File: config.mk
export PLATFORM = sky130hd
export DESIGN_NAME = hazard_sequencer
export DESIGN_NICKNAME = d
export VERILOG_FILES = /design/src/rtl/mips_pkg.sv /design/src/rtl/hazard_detect.sv /design/src/rtl/hazard_sequencer.sv
export SDC_FILE = /design/constraint.sdc
export NUM_CORES = 1
export LEC_CHECK = 0
export CAP_MARGIN = 0
export CORE_MARGIN = 2
export CORE_UTILIZATION = 23
export DETAILED_ROUTE_END_ITERATION = 8
export GPL_TIMING_DRIVEN = 1
export PLACE_DENSITY_LB_ADDON = 0.05
export SLEW_MARGIN = 20
export SYNTH_ARGS = -nofsm -noshare
export SYNTH_HDL_FRONTEND = slang
export SYNTH_SLANG_ARGS = --single-unit
File: constraint.sdc
create_clock -name clk -period 1.8 [get_ports clk]
set_clock_uncertainty 0.15 [all_clocks]
set_input_delay 0.27 -clock clk [delete_from_list [all_inputs] [get_ports clk]]
set_output_delay 0.27 -clock clk [all_outputs]
set_load 0.1 [all_outputs]
File: src/rtl/mips_pkg.sv
// Shared MIPS decode constants and the hazard sequencer state encoding.
// Imported by hazard_detect and hazard_sequencer.
package mips_pkg;

    localparam logic [5:0] RTYPE = 6'h00;
    localparam logic [5:0] LW    = 6'h23;
    localparam logic [5:0] SW    = 6'h2B;
    localparam logic [5:0] BEQ   = 6'h04;
    localparam logic [5:0] JUMP  = 6'h02;

    localparam int LU_CNT_W = 3;

    typedef enum logic [1:0] {
        SEQ_RUN      = 2'd0,
        SEQ_LU_STALL = 2'd1
    } seq_state_e;

endpackage

File: src/rtl/hazard_detect.sv
// Combinational load-use hit detection: decodes which source registers the
// ID instruction reads and matches them against the EX load destination.
module hazard_detect
    import mips_pkg::*;
(
    input  logic [5:0] i_opcode,
    input  logic [4:0] i_rs,
    input  logic [4:0] i_rt,
    input  logic       i_mem_read_ex,
    input  logic [4:0] i_rt_ex,
    output logic       o_hit
);

    logic w_use_rs;
    logic w_use_rt;
    logic w_rs_match;
    logic w_rt_match;

    always_comb begin
        w_use_rs = 1'b0;
        w_use_rt = 1'b0;
        case (i_opcode)
            RTYPE, SW, BEQ: begin
                w_use_rs = 1'b1;
                w_use_rt = 1'b1;
            end
            LW:      w_use_rs = 1'b1;
            JUMP:    ;
            default: ;
        endcase
    end

    // $zero is never a real dependency, so a load to r0 cannot stall.
    assign w_rs_match = w_use_rs && (i_rs == i_rt_ex);
    assign w_rt_match = w_use_rt && (i_rt == i_rt_ex);
    assign o_hit      = i_mem_read_ex && (i_rt_ex != 5'd0) && (w_rs_match || w_rt_match);

endmodule

File: src/rtl/hazard_sequencer.sv
// Load-use stall / branch-jump flush sequencer with optional perf counters.
// Define HAZARD_PERF_CNT_EN to build the saturating stall/flush counters.
module hazard_sequencer
    import mips_pkg::*;
#(
    parameter int LU_STALL_CYC = 1
) (
    input  logic        clk,
    input  logic        rst_n,
    input  logic [31:0] Instruction_ID,
    input  logic        MemRead_EX,
    input  logic [4:0]  RegisterRt_EX,
    input  logic        Branch_taken_MEM,
    input  logic        Jump_control_ID,
    output logic        PC_Write,
    output logic        IFID_Write,
    output logic        ID_Control_Noop,
    output logic        IFID_Flush,
    output logic        IDEX_Flush,
    output logic        EXMEM_Flush,
    output logic [1:0]  seq_state,
    output logic [15:0] stall_count,
    output logic [15:0] flush_count
);

    localparam logic [LU_CNT_W-1:0] CNT_LOAD = LU_CNT_W'(LU_STALL_CYC - 1);

    seq_state_e          r_state;
    logic [LU_CNT_W-1:0] r_cnt;
    logic                w_hit;
    logic                w_run;
    logic                w_bubble;
    logic                w_jump;
    logic                w_unused_imm;

    hazard_detect u_detect (
        .i_opcode      (Instruction_ID[31:26]),
        .i_rs          (Instruction_ID[25:21]),
        .i_rt          (Instruction_ID[20:16]),
        .i_mem_read_ex (MemRead_EX),
        .i_rt_ex       (RegisterRt_EX),
        .o_hit         (w_hit)
    );

    assign w_unused_imm = ^Instruction_ID[15:0];

    // Bubble and jump are only meaningful when no branch is flushing the pipe.
    assign w_run    = (r_state == SEQ_RUN);
    assign w_bubble = !Branch_taken_MEM && ((r_state == SEQ_LU_STALL) || (w_run && w_hit));
    assign w_jump   = !Branch_taken_MEM && w_run && !w_hit && Jump_control_ID;

    always_comb begin
        PC_Write        = 1'b1;
        IFID_Write      = 1'b1;
        ID_Control_Noop = 1'b0;
        IFID_Flush      = 1'b0;
        IDEX_Flush      = 1'b0;
        EXMEM_Flush     = 1'b0;
        if (!rst_n) begin
            PC_Write        = 1'b0;
            IFID_Write      = 1'b0;
            ID_Control_Noop = 1'b1;
            IFID_Flush      = 1'b1;
            IDEX_Flush      = 1'b1;
            EXMEM_Flush     = 1'b1;
        end else if (Branch_taken_MEM) begin
            IFID_Flush  = 1'b1;
            IDEX_Flush  = 1'b1;
            EXMEM_Flush = 1'b1;
        end else if (w_bubble) begin
            PC_Write        = 1'b0;
            IFID_Write      = 1'b0;
            ID_Control_Noop = 1'b1;
        end else if (w_jump) begin
            IFID_Flush = 1'b1;
        end
    end

    // r_cnt holds the bubbles still owed after the current one.
    always_ff @(posedge clk) begin
        if (!rst_n) begin
            r_state <= SEQ_RUN;
            r_cnt   <= '0;
        end else if (Branch_taken_MEM) begin
            r_state <= SEQ_RUN;
            r_cnt   <= '0;
        end else begin
            case (r_state)
                SEQ_RUN: begin
                    if (w_hit && (LU_STALL_CYC > 1)) begin
                        r_state <= SEQ_LU_STALL;
                        r_cnt   <= CNT_LOAD;
                    end
                end
                SEQ_LU_STALL: begin
                    if (r_cnt <= LU_CNT_W'(1)) begin
                        r_state <= SEQ_RUN;
                        r_cnt   <= '0;
                    end else begin
                        r_cnt <= r_cnt - LU_CNT_W'(1);
                    end
                end
                default: begin
                    r_state <= SEQ_RUN;
                    r_cnt   <= '0;
                end
            endcase
        end
    end

    assign seq_state = r_state;

`ifdef HAZARD_PERF_CNT_EN
    logic [15:0] r_stall_cnt;
    logic [15:0] r_flush_cnt;
    logic        w_flush_ev;

    assign w_flush_ev = Branch_taken_MEM || w_jump;

    always_ff @(posedge clk) begin
        if (!rst_n) begin
            r_stall_cnt <= '0;
            r_flush_cnt <= '0;
        end else begin
            if (w_bubble && (r_stall_cnt != 16'hFFFF))
                r_stall_cnt <= r_stall_cnt + 16'd1;
            if (w_flush_ev && (r_flush_cnt != 16'hFFFF))
                r_flush_cnt <= r_flush_cnt + 16'd1;
        end
    end

    assign stall_count = r_stall_cnt;
    assign flush_count = r_flush_cnt;
`else
    assign stall_count = '0;
    assign flush_count = '0;
`endif

endmodule
# Word-level counts from Yosys, hierarchy flattened
# Cells that the tools add are included.
[classes]
addsub = 1
magnitude_cmp = 1
eq_ne = 7
n_mux = 18
n_bitwise = 2
n_reduce_logical = 20
[ops]
columns = ["op", "n"]
rows = [
  ["2-to-1 mux 1 bit", 14],
  ["equality test 6 bit, second input constant", 2],
  ["equality test 5 bit", 2],
  ["logical AND 1 bit", 9],
  ["equality test 6 x 3 -> 1 bit, second input constant", 1],
  ["zero test 6 bit", 1],
  ["one-hot mux 3 bit (2 select lines)", 1],
  ["nonzero test 5 bit", 1],
  ["one-hot mux 2 bit (2 select lines)", 1],
  ["OR reduction 4 bit", 1],
  ["less-or-equal comparator 3 x 1 -> 1 bit, second input constant", 1],
  ["2-to-1 mux 3 bit", 1],
  ["OR reduction 3 bit", 1],
  ["subtractor 3 x 1 -> 3 bit, second input constant", 1],
  ["equality test 2 x 1 -> 1 bit, second input constant", 1],
  ["zero test 1 bit", 2],
  ["zero test 2 bit", 1],
  ["logical OR 1 bit", 2],
  ["2-to-1 mux 2 bit", 1],
  ["inequality test 2 x 1 -> 1 bit, second input constant", 1],
  ["NOT 1 bit", 2],
  ["AND reduction 2 bit", 1],
  ["OR reduction 2 bit", 1],
]
[word_totals]
reg_bits = 5
input_bits = 42
out_inout_bits = 40
wordCells = 51

# Logic depth before layout (Yosys ltp)
# Gate-level depths: netlist of the first run.
[logic_depth]
word_depth = 13
depth_mapped = 5
depth_no_buf = 4

# Cells and area by module
# A second synthesis of the first run with hierarchy kept.
[unflattened]
cells_unflattened = 63
hier_area_um2 = 478.0
[modules_own_cells]
columns = ["module", "n_inst", "cells_per_inst", "area_per_inst_um2", "seq_area_each_um2"]
rows = [
  ["hazard_sequencer", 1, 42, 311.5, 0.0],
  ["hazard_detect", 1, 21, 166.4, 0.0],
]

# Worst setup path before layout of the first run
# Ideal clock, no wire load.
[synth_path]
kind = "input port to output port"
startpoint = "input Instruction_ID[26]"
endpoint = "output PC_Write"
t_arrival_ns = 3.630
t_required_ns = 1.380
path_slack_ns = -2.250
stages = 5
n_path_buf = 1
cell_sequence = "and4b_1 > a21oi_2 > nor4_4 > o31ai_1 > buf_4"
[synth_between]
elab_chain_len = 12
word_cells_on_any_way = 18
cone_classes = "eq/ne (3); mux (5); reduce/logical (10)"
[synth_rtl]
columns = ["element", "line_no", "text"]
rows = [
  ["from (decl)", "hazard_sequencer.sv:10", "input logic [31:0] Instruction_ID,"],
  ["equality test 6 bit, or another cell as far along", "hazard_detect.sv:22", "case (i_opcode)"],
  ["OR reduction 4 bit (no source line) / OR reduction 3 bit (equally long branches)", "--", ""],
  ["2-to-1 mux 1 bit", "hazard_detect.sv:22", ""],
  ["logical AND 1 bit (on tied branches)", "hazard_detect.sv:34, hazard_detect.sv:35", ""],
  ["logical OR 1 bit *", "hazard_detect.sv:36", "assign o_hit = i_mem_read_ex && (i_rt_ex != 5'd0) && (w_rs_match || w_rt_match);"],
  ["logical AND 1 bit *", "hazard_detect.sv:36", ""],
  ["logical AND 1 bit *", "hazard_sequencer.sv:49", "assign w_bubble = !Branch_taken_MEM && ((r_state == SEQ_LU_STALL) || (w_run && w_hit));"],
  ["logical OR 1 bit *", "hazard_sequencer.sv:49", ""],
  ["logical AND 1 bit *", "hazard_sequencer.sv:49", ""],
  ["2-to-1 mux 1 bit * (3 in a row)", "--", ""],
  ["to (decl)", "hazard_sequencer.sv:15", "output logic PC_Write,"],
]
# Every way passes the cells marked *; elsewhere a longest branch is shown, timed or not.

# Final worst setup path of the first run
[layout_path]
startpoint = "input Instruction_ID[31]"
endpoint = "output IFID_Write"
[layout_between]
elab_chain_len = 12
word_cells_on_any_way = 18
cone_classes = "eq/ne (3); mux (5); reduce/logical (10)"
[layout_rtl]
columns = ["element", "line_no", "text"]
rows = [
  ["equality test 6 bit, or another cell as far along", "hazard_detect.sv:22", ""],
  ["OR reduction 4 bit (no source line) / OR reduction 3 bit (equally long branches)", "--", ""],
  ["2-to-1 mux 1 bit", "hazard_detect.sv:22", ""],
  ["logical AND 1 bit (on tied branches)", "hazard_detect.sv:34, hazard_detect.sv:35", ""],
  ["logical OR 1 bit *", "hazard_detect.sv:36", ""],
  ["logical AND 1 bit *", "hazard_detect.sv:36", ""],
  ["logical AND 1 bit *", "hazard_sequencer.sv:49", ""],
  ["logical OR 1 bit *", "hazard_sequencer.sv:49", ""],
  ["logical AND 1 bit *", "hazard_sequencer.sv:49", ""],
  ["2-to-1 mux 1 bit *", "hazard_sequencer.sv:70", "end else if (w_bubble) begin"],
  ["2-to-1 mux 1 bit *", "hazard_sequencer.sv:66", "end else if (Branch_taken_MEM) begin"],
  ["2-to-1 mux 1 bit *", "hazard_sequencer.sv:59", "if (!rst_n) begin"],
  ["to (decl)", "hazard_sequencer.sv:16", "output logic IFID_Write,"],
]
# Marks and branches as above.

==> out/metrics.sh, run 1 <==
RUN_STATUS='complete, but fails checks'
FAILING_CHECKS='setup timing'
WORST_SLACK_PS=-157
MAXCAPVIOLCOUNT=0
DPL_CELL_AREA_UM2=872
FINAL_CYCLE_SHARE_PCT=109
TOTAL_POWER_W=0.000530
LAYOUT.CLOCK_BUFFERS=0
POST_SYNTH_CELL_TYPES=18
VDD.IR_DROP.WORST_V=0.000350
FP-ROW-COUNT=17
DRT-PASS1-ITER-COUNT=3
CRITPATHMAXFANOUT=2
SYNTH_SEQUENTIAL_AREA_RATIO_PCT=0
REQUIRED_TIME_REPORTED_FOR_THE_CRITICAL_PATH_ENDPOINT_PS=1380
GRT_START_MAX_NET_PINS=4
POWER.DENSITY_nW_PER_UM2=578
DRT-VIAS-PER-INSTANCE=3.44
FINAL-SEQ-AREA_UM2=0
NUM_ANTENNA_CELLS=0
YOSYSWARNINGCOUNT=0
GRT.TOTAL_USAGE_PCT=7.47
DIE_W_UM=51.4
FINAL_SETUP_VIO_COUNT=4
FP.DIEH_UM=51.4
POST-ROUTE-UTIL_PCT=42.2
HOLD_VIOL=0
SYNTH_TOP_AREA_CELL='sky130_fd_sc_hd__buf_4'
LAYOUT-DRIVE-GT1-SHARE_PCT=41.3
MAX_CLOCK_FREQ_MHz=511
FINAL_REPORT_MAX_SLEW_VIOLATION_COUNT=0
INITIAL_STANDARD_CELL_UTILIZATION_OF_THE_CORE_PCT=23.8
NUMPLACEDINSTANCES=131
WORST_MIN_DELAY_PATH_CATEGORY='in -> out'
ROUTED_WIRE_LENGTH_PER_INSTANCE_UM=8.09
FIN_WORST_HOLD_SLACK_PS=922
PERIOD_NEEDED_PS=1960
GRT_FIRST_PASS_WIRELENGTH_MM=1.60
START_KIND='primary input'
IO_BUFFER_COUNT=31
GRT_OVERFLOW=0
SYNTHTOPCELLSBYAREA='sky130_fd_sc_hd__buf_4, sky130_fd_sc_hd__xnor2_1, sky130_fd_sc_hd__nor4_4'
DETAILEDROUTE.FIRSTITERATIONVIOLATIONS=1
FINAL_ANTENNA_NET_COUNT=0
TOTAL_I_O_PIN_COUNT=82
FINAL_DESIGN_AREA_NO_FILL_UM2=916
LAYOUT.CELLS.NON_FILLER=132
TOTAL_LEAKAGE_POWER_nW=0.430
N_SEQUENTIAL_CELL=0
VIA_COUNT_OF_THE_FIRST_GLOBAL_ROUTING_PASS=384
CTSHOLDBUFFERS=0
CORE_AREA_UM2=2170
DESIGN.DIE.AREA_UM2=2640
MAPPEDNETLISTAREA_UM2=517
RSZ0062_AT_GRT='yes'
POST_SYNTH_INST_COUNT=66
SYNTH_AREA_PER_CELL_UM2=7.83
FINALWEIGHTEDCONGESTION=0.657
WORST_EP_ARRIVAL_TIME_PS=1540
CATEGORY_OF_THE_WORST_SETUP_PATH_CAPTURE_POINT='output port'
SYNTHDOMINANTCELLAREASHARE_PCT=52.3
AREA_GROWTH_PCT=77.2
DRT_DRC_VIOLATIONS_LEFT=0
ROUTE.FINAL.WIRE_LENGTH_MM=1.07
ROUTED-VIA-COUNT=454
PLACE_HPWL_UM=992
NUMBER_OF_ANTENNA_VIOLATIONS_AT_THE_FIRST_CHECK_IN_GLOBAL_ROUTING=0
SETUP.WORST_PATH.CLASS='in -> out'
DESIGN.FINAL.NETS=148
synth_stat cells:
master                     number
sky130_fd_sc_hd__a21oi_2        1
sky130_fd_sc_hd__o31ai_1        1
sky130_fd_sc_hd__nand2b_1       1
sky130_fd_sc_hd__o21ai_0        2
sky130_fd_sc_hd__and4b_1        1
sky130_fd_sc_hd__or4_1          1
sky130_fd_sc_hd__conb_1         1
sky130_fd_sc_hd__nand4_1        2
sky130_fd_sc_hd__o31a_1         1
sky130_fd_sc_hd__a21oi_1        1
sky130_fd_sc_hd__xnor2_1        9
sky130_fd_sc_hd__nor4_4         2
sky130_fd_sc_hd__o211ai_1       1
sky130_fd_sc_hd__inv_1          2
sky130_fd_sc_hd__buf_4         36
sky130_fd_sc_hd__xor2_1         1
sky130_fd_sc_hd__nor2_1         1
sky130_fd_sc_hd__o21ai_2        2
metal layers:
metal / global-route usage, % / share of wire (%) / wire length [um] / up-vias
met1: 9.17 / 34 / 366 / 199
met5: 0 / 0 / 0 / -
met3: 0.877 / 12 / 133 / 0
li1: - / - / - / 225
met4: 0 / 0 / 0 / 0
met2: 14.5 / 53 / 569 / 30
worst max-delay path, stage by stage:
cell and delay (ps):
sky130_fd_sc_hd__buf_6 90, sky130_fd_sc_hd__and4b_2 250, sky130_fd_sc_hd__a21oi_4 150, sky130_fd_sc_hd__nor4_4 60, sky130_fd_sc_hd__buf_4 150, sky130_fd_sc_hd__o31ai_4 340
sky130_fd_sc_hd__buf_12 220
cells in the final DEF (no fill, tap or decap):
| master | instances |
|---|---|
| sky130_fd_sc_hd__nand2b_2 | 1 |
| sky130_fd_sc_hd__a21oi_4 | 1 |
| sky130_fd_sc_hd__o21ai_1 | 1 |
| sky130_fd_sc_hd__o21ai_4 | 3 |
| sky130_fd_sc_hd__xor2_4 | 1 |
| sky130_fd_sc_hd__or4_4 | 1 |
| sky130_fd_sc_hd__nor2_2 | 1 |
| sky130_fd_sc_hd__nor4_4 | 2 |
| sky130_fd_sc_hd__dlymetal6s2s_1 | 1 |
| sky130_fd_sc_hd__clkdlybuf4s15_2 | 1 |
| sky130_fd_sc_hd__clkdlybuf4s50_1 | 3 |
| sky130_fd_sc_hd__clkdlybuf4s15_1 | 3 |
| sky130_fd_sc_hd__o31a_2 | 1 |
| sky130_fd_sc_hd__and4b_2 | 1 |
| sky130_fd_sc_hd__o211ai_1 | 1 |
| sky130_fd_sc_hd__buf_4 | 9 |
| sky130_fd_sc_hd__nand4_1 | 2 |
| sky130_fd_sc_hd__dlygate4sd2_1 | 6 |
| sky130_fd_sc_hd__buf_6 | 6 |
| sky130_fd_sc_hd__o31ai_4 | 1 |
| sky130_fd_sc_hd__a21oi_2 | 1 |
| sky130_fd_sc_hd__xnor2_1 | 8 |
| sky130_fd_sc_hd__buf_2 | 6 |
| sky130_fd_sc_hd__buf_12 | 6 |
| sky130_fd_sc_hd__xnor2_2 | 1 |
| sky130_fd_sc_hd__inv_1 | 2 |
| sky130_fd_sc_hd__conb_1 | 34 |
timing repair:
| action | CTS | global route |
|---|---|---|
| pin swaps | 21 | 7 |
| buffers inserted | 0 | 1 |
| gates cloned | 0 | 0 |
| resized for setup | 74 | 1 |
| setup endpoints to repair | 4 | 4 |
layout make-up:
cell class	instances	area [um2]
fill	245	1250
inverter	2	7.51
multi-input combinational	61	452
tap	28	35.0
timing repair buffer	41	422
metrics by stage:
stage	worst slack (ps)	setup TNS, ps
6_report	-157	-484
5_1_grt	-204	-683
4_1_cts	-155	-546
3_5_place_dp	-512	-1980
3_3_place_gp	-512	-2030
2_1_floorplan	-590	-1120
report_power, final:
part	internal, W	switching, W
Clock	0	0
Sequential	0	0
Combinational	0.000108	0.000422
Total	0.000108	0.000422
cell families after synthesis:
logic type,share of synthesized area [%]
AOI/OAI and AO/OA,12.6
xor gates and xnor gates,17.0
buffers and inverters,53.8
other,0.726
and+or+nand+nor,16.0
final timing paths:
| path | startpoint | to | slack, ps | cells after the start |
|---|---|---|---|---|
| hold / removal | rst_n | PC_Write | 920 | 4 |
| setup / recovery | Instruction_ID[31] | IFID_Write | -160 | 7 |
(Power assumes the default switching activity.)
==> run 2, diff against run 1 <==
==> constraint.sdc (replaced) <==
create_clock -name clk -period 2.12 [get_ports clk]
set_clock_uncertainty 0.15 [all_clocks]
set_input_delay 0.318 -clock clk [delete_from_list [all_inputs] [get_ports clk]]
set_output_delay 0.318 -clock clk [all_outputs]
set_load 0.1 [all_outputs]
==> run 2 against run 1 <==
The flow now finishes without violations. Critical path type unchanged. Via count increased by 0.22%. Count of clock-buffer cells in the layout unchanged. Cell area increased by 0.41%.
==> out/metrics.sh, run 2 (same netlist as run 1, synthesis figures left out) <==
RUN_STATUS='finished clean'
MET2_USAGE_PCT=14.3
CRITPATHMAXFANOUT=2
RSZ0062_AT_GRT='no'
GRT_FIRST_PASS_WIRELENGTH_MM=1.63
PERIOD_NEEDED_PS=2090
NUMBER_OF_ANTENNA_VIOLATIONS_AT_THE_FIRST_CHECK_IN_GLOBAL_ROUTING=0
COMMONEST_NON_FILL_NON_TAP_CELL_IN_THE_LAYOUT='sky130_fd_sc_hd__conb_1'
FINALWEIGHTEDCONGESTION=0.669
DPL_CELL_AREA_UM2=872
N_SEQUENTIAL_CELL=0
LAYOUT.CLOCK_BUFFERS=0
TNS_PS=0
TOTAL_I_O_PIN_COUNT=82
HOLD_VIOL=0
GRT_OVERFLOW=0
LAYOUT-DRIVE-GT1-SHARE_PCT=35.6
ROUTE.FINAL.WIRE_LENGTH_MM=1.11
MAXCAPVIOLCOUNT=0
FIN_WORST_HOLD_SLACK_PS=1190
MAX_CLOCK_FREQ_MHz=480
CRITICAL_PATH.CELL_CHAIN='buf_6 -> and4b_2 -> a21oi_4 -> nor4_4 -> buf_4 -> o31ai_4 -> buf_12'
FINAL_SETUP_VIO_COUNT=0
PRE_CTS_SLACK_PS=-297
START_KIND='primary input'
WORST_MIN_DELAY_PATH_CATEGORY='in -> out'
GRTUSAGEMET3_PCT=1.46
FP-ROW-COUNT=17
DRT_DRC_VIOLATIONS_LEFT=0
DETAILEDROUTE.FIRSTITERATIONVIOLATIONS=0
GLOBALROUTE.BUSIESTLAYER='met2'
FINAL-SEQ-AREA_UM2=0
GRT.TOTAL_USAGE_PCT=7.52
NUM_ANTENNA_CELLS=0
CRITICAL_PATH.SLOWEST_CELL='sky130_fd_sc_hd__o31ai_4'
CATEGORY_OF_THE_WORST_SETUP_PATH_CAPTURE_POINT='output port'
DRT-PASS1-ITER-COUNT=1
IO_BUFFER_COUNT=31
CRIT_FAMILY='compound AO/OA/AOI/OAI gates'
FINAL_REPORT_MAX_SLEW_VIOLATION_COUNT=0
ROUTED_WIRE_LENGTH_PER_INSTANCE_UM=8.41
CRITPATHMAXSTAGEDELAY_PS=340
CP.BUFFERS_INVERTERS=3
REQUIRED_TIME_REPORTED_FOR_THE_CRITICAL_PATH_ENDPOINT_PS=1650
VIA_COUNT_OF_THE_FIRST_GLOBAL_ROUTING_PASS=395
POST-ROUTE-UTIL_PCT=42.4
DIE_W_UM=51.4
GRT.MET1_USAGE_PCT=9.12
FP.DIEH_UM=51.4
TOTAL_LEAKAGE_POWER_nW=0.456
FINAL_CYCLE_SHARE_PCT=98.4
WORST_EP_ARRIVAL_TIME_PS=1620
DESIGN.DIE.AREA_UM2=2640
NFILLCELLS=227
WORST_SLACK_PS=34.6
POWER.DENSITY_nW_PER_UM2=487
GRT_START_MAX_NET_PINS=4
DRT-VIAS-PER-INSTANCE=3.45
PLACE_HPWL_MM=1.01
DESIGN.FINAL.NETS=148
FINAL_ANTENNA_NET_COUNT=0
ROUTED-VIA-COUNT=455
AREA_GROWTH_PCT=78.0
SETUP.WORST_PATH.CLASS='in -> out'
VDD.IR_DROP.WORST_V=0.000290
FINAL_DESIGN_AREA_NO_FILL_UM2=920
INITIAL_STANDARD_CELL_UTILIZATION_OF_THE_CORE_PCT=23.8
LAYOUT_COMMON_CELLS='sky130_fd_sc_hd__conb_1, sky130_fd_sc_hd__xnor2_1, sky130_fd_sc_hd__buf_4'
CORE_AREA_UM2=2170
run 2: layout make-up:
class,count,area [um2],area share [%]
inverters,2,7.51,0.816
repair buffers,41,444,48.3
multi-input cells,61,433,47.1
well taps,28,35.0,3.81
run 2: layer usage:
metal,vias to the layer above,wire length [um]
li1,225,-
met1,196,404
met2,34,545
met3,0,160
met4,0,0
met5,-,0
run 2: what timing repair did:
| item | CTS | global route |
|---|---|---|
| buffers inserted | 0 | 1 |
| resized for setup | 45 | 14 |
| endpoints found under the setup margin | 4 | 4 |
| hold buffers | 0 | 0 |
| pin swaps | 15 | 14 |
run 2: metrics by stage:
step | std cells | total power (W)
2_1_floorplan | 99 | 0.000401
3_3_place_gp | 131 | 0.000447
3_5_place_dp | 131 | 0.000448
4_1_cts | 131 | 0.000446
5_1_grt | 132 | 0.000461
6_report | 132 | 0.000447
run 2: worst paths after layout:
| kind | start | to | slack [ps] | cells after the start |
|---|---|---|---|---|
| worst max-delay path | Instruction_ID[26] | PC_Write | 30 | 7 |
| worst min-delay path | Instruction_ID[21] | IFID_Flush | 1190 | 6 |
run 2: report_power, final:
group / internal [W] / switching, W / leakage (nW)
clock network: 0 / 0 / 0
registers: 0 / 0 / 0
logic: 0.0000907 / 0.000357 / 0.456
total: 0.0000907 / 0.000357 / 0.456
